**config.mk**
```make
export PLATFORM = sky130hd
export DESIGN_NAME = uart_tx
export DESIGN_NICKNAME = d
export VERILOG_FILES = /design/src/rtl/uart_tx.sv
export SDC_FILE = /design/constraint.sdc
export NUM_CORES = 1
export LEC_CHECK = 0
export CORE_UTILIZATION = 26
export DETAILED_ROUTE_END_ITERATION = 10
export PLACE_DENSITY = 0.42
export SLEW_MARGIN = 0
export SYNTH_ARGS = -nofsm -noshare
export SYNTH_HDL_FRONTEND = slang
export SYNTH_SLANG_ARGS = --single-unit
export TNS_END_PERCENT = 5
```
**constraint.sdc**
```tcl
create_clock -name clk -period 5.4 [get_ports clk]
set_input_delay 0.54 -clock clk [delete_from_list [all_inputs] [get_ports clk]]
set_output_delay 0.54 -clock clk [all_outputs]
set_load 0.01 [all_outputs]
```
**src/rtl/uart_tx.sv**
```systemverilog
// Purpose: UART transmitter; valid/ready word in, framed serial out (start, LSB-first data, optional even parity, 1-2 stop bits).
// Latency: accept at edge N drives the start bit from cycle N+1; a frame lasts (1+BIT+PARITY_EN+STOP_BIT)*CLKS_PER_BIT cycles.
// Backpressure: tx_ready is low for the whole frame and rises for one idle cycle before the next word can be taken.
module uart_tx #(
    parameter int CLKS_PER_BIT = 434,
    parameter int BIT          = 8,
    parameter int PARITY_EN    = 0,
    parameter int STOP_BIT     = 1
) (
    input  logic           clk,
    input  logic           rst_n,
    input  logic [BIT-1:0] tx_data,
    input  logic           tx_valid,
    output logic           tx_ready,
    output logic           tx,
    output logic           tx_busy
);

    localparam int BW = $clog2(CLKS_PER_BIT);
    localparam int IW = $clog2(BIT + 1);

    localparam logic [BW-1:0] BAUD_LAST = BW'(CLKS_PER_BIT - 1);
    localparam logic [IW-1:0] BIT_LAST  = IW'(BIT - 1);
    localparam logic [IW-1:0] STOP_LAST = IW'(STOP_BIT - 1);

    typedef enum logic [2:0] {
        IDLE,
        START,
        DATA,
        PARITY,
        STOP
    } state_t;

    state_t          state_q, state_d;
    logic [BW-1:0]   baud_q, baud_d;
    // Counts data bits in DATA and stop-bit periods in STOP; zeroed on entry to either.
    logic [IW-1:0]   idx_q, idx_d;
    logic [BIT-1:0]  shift_q, shift_d;
    logic            par_q, par_d;
    logic            tx_q, tx_d;
    logic            busy_q, busy_d;
    logic            baud_last;

    // Next-state, counters and datapath; outputs are decoded from the next state so they can be registered.
    always_comb begin
        state_d   = state_q;
        baud_d    = baud_q;
        idx_d     = idx_q;
        shift_d   = shift_q;
        par_d     = par_q;
        baud_last = (baud_q == BAUD_LAST);

        case (state_q)
            IDLE: begin
                // tx_ready is high throughout IDLE, so tx_valid alone marks the accept edge.
                if (tx_valid) begin
                    shift_d = tx_data;
                    par_d   = ^tx_data;
                    baud_d  = '0;
                    state_d = START;
                end
            end
            START: begin
                if (baud_last) begin
                    baud_d  = '0;
                    idx_d   = '0;
                    state_d = DATA;
                end else begin
                    baud_d = baud_q + BW'(1);
                end
            end
            DATA: begin
                if (baud_last) begin
                    baud_d  = '0;
                    shift_d = shift_q >> 1;
                    if (idx_q == BIT_LAST) begin
                        idx_d   = '0;
                        state_d = (PARITY_EN != 0) ? PARITY : STOP;
                    end else begin
                        idx_d = idx_q + IW'(1);
                    end
                end else begin
                    baud_d = baud_q + BW'(1);
                end
            end
            PARITY: begin
                if (baud_last) begin
                    baud_d  = '0;
                    idx_d   = '0;
                    state_d = STOP;
                end else begin
                    baud_d = baud_q + BW'(1);
                end
            end
            STOP: begin
                // The baud counter wraps between stop-bit periods without a state change.
                if (baud_last) begin
                    baud_d = '0;
                    if (idx_q == STOP_LAST) begin
                        idx_d   = '0;
                        state_d = IDLE;
                    end else begin
                        idx_d = idx_q + IW'(1);
                    end
                end else begin
                    baud_d = baud_q + BW'(1);
                end
            end
            default: begin
                baud_d  = '0;
                idx_d   = '0;
                state_d = IDLE;
            end
        endcase

        case (state_d)
            START:   tx_d = 1'b0;
            DATA:    tx_d = shift_d[0];
            PARITY:  tx_d = par_d;
            default: tx_d = 1'b1;
        endcase
        busy_d = (state_d != IDLE);
    end

    // State and output registers; reset abandons any partial frame and idles the line high.
    always_ff @(posedge clk or negedge rst_n) begin
        if (!rst_n) begin
            state_q <= IDLE;
            baud_q  <= '0;
            idx_q   <= '0;
            shift_q <= '0;
            par_q   <= 1'b0;
            tx_q    <= 1'b1;
            busy_q  <= 1'b0;
        end else begin
            state_q <= state_d;
            baud_q  <= baud_d;
            idx_q   <= idx_d;
            shift_q <= shift_d;
            par_q   <= par_d;
            tx_q    <= tx_d;
            busy_q  <= busy_d;
        end
    end

    assign tx       = tx_q;
    assign tx_busy  = busy_q;
    assign tx_ready = ~busy_q;

endmodule

```
# --- Word level (Yosys, flattened, before mapping) ---
# Index checks and enable logic that the tools add are counted.
# Widths: inputs -> output; s select.
op_classes:
  addsub: 2
  n_mul: 0
  div: 0
  magnitude_cmp: 0
  n_eq_ne: 13
  shift: 0
  mux: 23
  bitwise: 2
  reduce_logical: 9
ops:
  columns: ["operator", "count"]
  rows:
  - ["$mux 3", 7]
  - ["$mux 4", 5]
  - ["$mux 9", 2]
  - ["$pmux 9 s2", 1]
  - ["$mux 8", 2]
  - ["$pmux 4 s4", 1]
  - ["$pmux 8 s2", 1]
  - ["$pmux 3 s5", 1]
  - ["$eq 3x2->1 const B", 4]
  - ["$add 9x1->9 const B", 1]
  - ["$eq 9x9->1 const B", 1]
  - ["$reduce_xor 8->1", 1]
  - ["$eq 3x1->1 const B", 2]
  - ["$ne 2x2->1 const B", 3]
  - ["$add 4x1->4 const B", 1]
  - ["$eq 4x3->1 const B", 1]
  - ["$logic_not 4->1", 1]
  - ["$reduce_and 4->1", 1]
  - ["$reduce_or 4->1", 1]
  - ["$eq 3x3->1 const B", 1]
  - ["$logic_not 3->1", 1]
  - ["$pmux 1 s3", 1]
  - ["$reduce_and 3->1", 1]
  - ["$reduce_bool 3->1", 1]
  - ["other kinds (5)", 7]
word_totals:
  ff_bits: 27
  latch_bits: 0
  mem_bits_rw: 0
  mem_bits_ro: 0
  in_bits: 11
  out_inout_bits: 3
  word_cells: 57
  mem_count: 0

# --- Longest topological paths before layout ---
logic_depth:
  word_depth: 6
  mapped_depth: 8

# --- Worst setup path before layout ---
# OpenSTA, ideal clock, no wires.
synth_timing:
  kind: "flip-flop to flip-flop"
  start: "reg baud_q[3]"
  end: "reg idx_q[2]"
  setup_ps: 126
  t_arrival_ps: 1910
  required_time_ps: 5274
  slack_ps: 3364
  path_stages_with_launch: 5
  cell_sequence: "dfrtp_1 or4b_4 or2_4 maj3_2 a221o_1"
synth_via:
  elab_chain_cells: 3
synth_rtl:
  columns: ["item", "line_no", "source"]
  rows:
  - ["from (decl)", "35", "logic [BW-1:0] baud_q, baud_d;"]
  - ["from (signal assigned)", "137", "baud_q <= baud_d;"]
  - ["$eq 9x9->1 (*)", "51", "baud_last = (baud_q == BAUD_LAST);"]
  - ["$ne 2x2->1 (no source line) or $ne 2x1->1 (tied branches)", null, null]
  - ["$reduce_and 4->1 (no source line) (*)", null, null]
  - ["to (signal assigned)", "138", "idx_q <= idx_d;"]
  - ["to (decl)", "37", "logic [IW-1:0] idx_q, idx_d;"]
# Mark *: on every way between the ends. The rest lies on a longest branch, timed or not.
# A chain may end at the register's enable or synchronous reset.

# --- Worst setup path after layout ---
layout_timing:
  start: "in tx_valid"
  end: "reg shift_q[2]"
layout_via:
  elab_chain_cells: 2
layout_rtl:
  columns: ["item", "line_no", "source"]
  rows:
  - ["from (decl)", "13", "input logic tx_valid,"]
  - ["$ne 2x2->1 (no source line)", null, null]
  - ["$reduce_and 3->1 (no source line)", null, null]
  - ["to (signal assigned)", "139", "shift_q <= shift_d;"]
  - ["to (decl)", "38", "logic [BIT-1:0] shift_q, shift_d;"]
# No other way between the ends.

==> summary.md <==
| Metric | Value |
|---|---|
| Status | complete, no violations |
| Worst Hold End | shift_q[3] |
| Detailed Place HPWL | between 2 and 2.5 mm |
| CTS tree | done |
| Worst Path Buf+Inv | 1 |
| Later-pin clock latency in the skew report | roughly 270 ps |
| WS Path Type | in2reg |
| R2R Path End | baud_q[7] |
| Final Net Count | 190 |
| Critical path launch point type | input port |
| Netlist cell types | 35 |
| Global Route Usage Sum | 0.1093 |
| Yosys warning count | 0 |
| Top cell by count, worst path | nand2_1 |
| Register area share after synthesis | 0.4652 |
| Die W | just under 80 um |
| First-iteration detailed-routing DRC count | 38 |
| N_diodes | 0 |
| Top-area cell type share of the netlist area | 0.4471 |
| GRT Residual Overflow | 0 |
| Io pins | 14 |
| Core box area | ~5200 sq um |
| CP max stage delay | between 900 and 1000 ps |
| Detail Route Antenna Nets | 0 |
| Largest net degree at the start of global routing | 28 |
| Worst path slowest cell | nor4b_2 |
| Crit share post-route | 0.4371 |
| Vias in the first global route | ~1.1k |
| Worst r2r src | baud_q[3] |
| Final min period | 2360 ps |
| Synthesized area | roughly 1500 sq um |
| Die ar. | just under 6000 sq um |
| Clock buffer depth | 2 |
| Syn_nets | around 180 |
| Avg Inst Size Synth | a little over 9 sq um |
| Yosys reg bits | 27 |
| Reg2reg setup slack | ~3100 ps |
| Cts repair resizes | 0 |
| Synth area leaders | dfrtp_1 45%, o21ai_0 6.5%, nand2_1 6.4% |
| Die Span Y | between 70 and 80 um |
| RSZ-0062 raised after global routing | no |
| Fillers | 552 |
| Vias | around 1.2k |
| Final Hold Fails | 0 |
| Final WL | approximately 3 mm |
| Hold depth | 2 |
| Clock sink total | 27 |
| Cell Chain, Critical Path | clkdlybuf4s50_1, nor4b_2, nor2_1, nand2_1, nand2_1 |
| Syn Inst Count | 160 |
| Global-route wire length before repair | a little over 5 mm |
| Number of vias per cell | ~4.7 |
| Pwr Density | roughly 280 nW/um^2 |
| Hold Buf Count CTS | 0 |
| Setup crit start | tx_valid |
| H-Tree Level Count | 1 |
| Maximum clock rate | 0.4237 GHz |
| Critical Path Fanout Max | 14 |
| WP data required | ~5600 ps |
| Worst VDD drop | ~0.000099 V |
| Worst hold path class | reg2reg |
| Family with the most delay on the worst path | simple AND/OR/NAND/NOR gates |
| Rel. slew slack | 0.2309 |
| P_leak | 0.0007074 uW |
| Hold_sp | shift_q[3] |
| Critical Path End Type | flip-flop |
| Ratio of cells with drive above 1 in the final layout | 0.07471 |
| Effective utilization at floorplan | 0.2778 |
| Max Cap Viol | 0 |
| First-pass DRT Iterations | 4 |
| Worst-path clk slew | ~90 ps |
| Buffers on Ports | 13 |
| Root buf cell | clkbuf_8 |
| # rows | 26 |
| Worst-Margin Slew | ~1200 ps |
| Yosys top cell by area | dfrtp_1 |
| CTS Buf Count | 3 |
| Critical Path AT | between 2000 and 3000 ps |
| Setup tns final | 0 ps |
| R2R depth | 5 |
| Area Overhead vs Synth | 17.97% |
| Worst Skew | about 5.3 ps |
| Final Slew Violations | 0 |
| # setup viols final | 0 |
| Post-CTS Setup Bufs | 0 |
| Antenna violations before repair | 0 |
| Avg WL per Cell | ~12 um |
| Residual DRC | 0 |
| GP Congestion | 0.7685 |
| Post-layout util | 0.3278 |
[worst register-to-register path: stages (launching register included)]
cell,delay [ps]
dfrtp_1,440
or4b_4,580
o211ai_1,820
nor2b_1,90
o21ai_0,180
o31ai_1,90
[through the flow]
| step | setup slack (ps) | hold slack, ps | cell area (sq um) | power, uW | std cells |
|---|---|---|---|---|---|
| 6_report | 3040 | 483.8 | 1717 | 488.9 | 244 |
| 5_1_grt | 2811 | 514.5 | 1717 | 528.0 | 244 |
| 4_1_cts | 3020 | 492.0 | 1717 | 501.0 | 244 |
| 3_5_place_dp | 2767 | 469.9 | 1670 | 382.9 | 240 |
| 3_3_place_gp | 2838 | 464.7 | 1670 | 378.6 | 240 |
| 2_1_floorplan | 3364 | 244.4 | 1455 | 340.8 | 160 |
[flip-flops by register name (all words and copies together), names as in the netlist]
register  cells
shift_q       8
tx            1
par_q         1
tx_busy       1
baud_q        9
state_q       3
idx_q         4
[cell families after synthesis]
kind of cell,count (synthesis),share of synthesized area
AND/OR/NAND/NOR,65,0.2365
AO/OA/AOI/OAI,41,0.1745
flip-flops,27,0.4652
buffers and inverters,15,0.03955
XOR/XNOR,7,0.04213
adder cells (fa/ha/maj),5,0.04213
[worst max-delay path by stage]
stage | endpoint | cells after the start
after CTS | baud_q[7] | 5
after global placement | tx | 5
after detailed placement | shift_q[2] | 5
final | shift_q[2] | 5
after global routing | tx | 5
after floorplan | idx_q[2] | 4
[final cells by class]
cell class,count,area (sq um),share of cell area
inverters,11,41.29,0.02405
multi-input cells,118,726.9,0.4235
flip-flops and latches,27,676.9,0.3943
clock inverters,1,5.005,0.002915
clock buffers,3,41.29,0.02405
repair buffers,14,137.6,0.08017
well taps,70,87.58,0.05102
[where the power goes]
group          switching (uW)  total [uW]  leakage (uW)  internal (uW)
combinational            51.8        99.7      0.000339           47.9
sequential               32.6         277      0.000343            244
clock                    61.2         113     0.0000255           51.6
total                     146         489      0.000707            343
[synthesized netlist by cell type, drive strengths merged]
cell	number
xnor2	7
and3	4
a21oi	4
maj3	1
a31oi	2
nand4	1
and4bb	1
nand3b	2
dfrtp	26
or4	1
buf	1
or3b	2
o32a	1
nor3	2
a22oi	6
nand3	6
nand2	25
or2	1
nor2	9
o311ai	1
clkbuf	3
o31ai	3
or4b	1
nor4b	1
a211oi	1
a221o	1
ha	4
nor2b	2
o211ai	3
nand2b	5
o21ai	19
inv	11
or3	2
dfstp	1
[layout by cell type, fill, tap and decap left out, types with 2 or more instances in the layout]
cell,count
nand2_1,25
xnor2_1,7
a22oi_1,6
nand3_1,6
ha_1,4
o31ai_1,3
o21ai_0,19
inv_1,11
nand2b_1,5
nor2b_1,2
a21oi_1,4
and3_1,4
nand3b_1,2
clkdlybuf4s50_1,13
a31oi_1,2
nor2_1,9
dfrtp_1,26
or3_1,2
or3b_2,2
o211ai_1,3
clkbuf_8,3
[per-layer routing]
metal	GRT usage	vias to the layer above	wire length, um
li1	-	589	-
met1	0.1454	551	1523
met2	0.1813	12	1383
met3	0.01905	2	75
met4	0.02885	0	15
met5	0	-	0
Power figures use the tool's default switching activity.
==> variant (config.mk and constraints unchanged) <==
The parameter `PARITY_EN` goes from 0 to 1.
--- a/src/rtl/uart_tx.sv
+++ b/src/rtl/uart_tx.sv
@@ -5,5 +5,5 @@
     parameter int CLKS_PER_BIT = 434,
     parameter int BIT          = 8,
-    parameter int PARITY_EN    = 0,
+    parameter int PARITY_EN    = 1,
     parameter int STOP_BIT     = 1
 ) (
Function: same outputs for any inputs over 10 cycles, from zero or initial values and one cycle with rst_n low; that may be too few to reach the edited logic, so the function may still have changed.
==> variant against the original RTL <==
  * Setup slack improved by 0.039 ns
  * Critical endpoint is now tx$_DFF_PN1_
  * Synthesized area did not move
  * Design area fell by 0.73%
  * Sequential share of layout area rose by 0.29 points
  * Highest routed layer unchanged
  * Routed wire length fell by 0.93%
  * Final cell count fell by 2.5%
  * Clock skew rose by 0.0060 ns
  * Sequential cell count did not move
  * Largest cell class unchanged
Power is not compared: it rests on default switching activity, and its combinational part moved more than twofold at a synthesized area within 25%.
==> variant: results <==
group,metric,value,unit
power_and_ir_drop,leakagePower,0.739,nW
worst_setup_path,critical_path_class,"reg -> reg",
global_route,use_met2,0.172,
global_route,grtUsageTotal,0.109,
placed_design,dp.cells,234,
worst_setup_path,reg2reg_to,"tx$_DFF_PN1_",
worst_setup_path,worstPathMaxFanout,10,
worst_setup_path,r2r_slack,3.08,ns
placed_design,detailed_place_hpwl,2210,um
worst_setup_path,worstPathArrival,2.54,ns
route,routed_via_density,4.71,
route,first_pass_iters,6,
route,drt_iter0_markers,40,
power_and_ir_drop,p_int,0.000269,W
global_route,grt_pass1_wl,5140,um
sta,worst_pin_slew,0.667,ns
worst_setup_path,critPathCapture,"tx$_DFF_PN1_",
synth,synthTopCellsByCount,"dfrtp_1, nand2_1, nor2_1",
sta,finClkSkew,0.0113,ns
power_and_ir_drop,peakVddDrop,0.129,mV
worst_setup_path,slowest_stage,"or4b_1",
synth,synth.area.top_cells,"dfrtp_1, xnor2_1, nand2_1",
hold_path,hp-class,"reg -> reg",
hold_path,hold_path_startpoint,"shift_q[5]$_DFFE_PN0P_",
hold_path,min_to,"shift_q[5]$_DFFE_PN0P_",
global_route,first_global_vias,1082,
placed_design,placed_area,0.00165,sq mm
layout,post_route_cells_drive_above_1_share,0.0714,
global_route,grtUsageMet3,0.0333,
layout,largest_reg_flops,9,
route,drt-total-wl,2970,um
layout,nets,184,
outcome,outcome,"completed",
layout,num_antenna_cells,0,
synth,syn_avg_cell_area,9.51,sq um
synth,synthArstFlopShare,1.00,
layout,layoutNonFillerInstCount,238,
synth,syn_nets,168,
placed_design,place_congestion,0.757,
global_route,use_met1,0.147,
layout,largest_register,"baud_q",
global_route,grt_antenna_before_repair,0,
synth,yosysWarnings,0,
placed_design,port_buffers,13,
clock_network,postCtsResizedCells,0,
worst_setup_path,slowest_delay,0.64,ns
synth,yosysUniqueCellTypes,41,
-- variant: cell types whose count changed after synthesis, moves of 4 or more --
cell	before	now
inv_1	11	7
nand2_1	25	21
nand2b_1	5	1
nor2_1	9	15
o21ai_0	19	7
xor2_1	0	5
-- variant: cell families (layout without fill, tap and decap cells) --
group	count (synthesis)	count (layout)	share of synthesized area
and+or+nand+nor	61	61	0.209
AOI/OAI and AO/OA	34	34	0.154
DFF	27	27	0.465
xor gates and xnor gates	15	15	0.0903
buffers and inverters	11	26	0.0395
adders and majority gates	4	4	0.0344
muxes	1	1	0.00774
-- variant: per-stage QoR --
stage          hold WS (ns)  setup slack [ns]
6_report              0.488              3.08
5_1_grt               0.521              2.95
4_1_cts               0.494              3.10
3_5_place_dp          0.468              3.11
3_3_place_gp          0.469              3.11
2_1_floorplan         0.244              3.27
-- variant: power by group through the flow --
stage	clock, W	combinational (W)	sequential, W
finish	0.000120	0.0000240	0.000202
detailed placement	0	0.0000247	0.000206
global placement	0	0.0000248	0.000206
CTS	0.000128	0.0000249	0.000202
floorplan	0	0.00000944	0.000206
global route	0.000136	0.0000273	0.000202
-- variant: worst reg2reg max path, stage by stage, from the launching register on --
cell and delay [ns]:
dfrtp_1 0.43, or4b_1 0.64, nor3b_2 0.63, nor3b_1 0.12, nand3b_1 0.18, mux2_2 0.27
-- variant: routing by layer --
layer / share of wire / wire (um)
met5: 0 / 0
met4: 0.0057 / 17
met3: 0.030 / 90
met2: 0.45 / 1350
met1: 0.51 / 1510
-- variant: cell type report --
class,count,area (sq um)
Clock buffer,3,41.3
Clock inverter,1,8.76
Fill cell,539,3530
Inverter,8,31.3
Multi-Input combinational cell,115,721
Sequential cell,27,677
Tap cell,70,87.6
Timing Repair Buffer,14,138
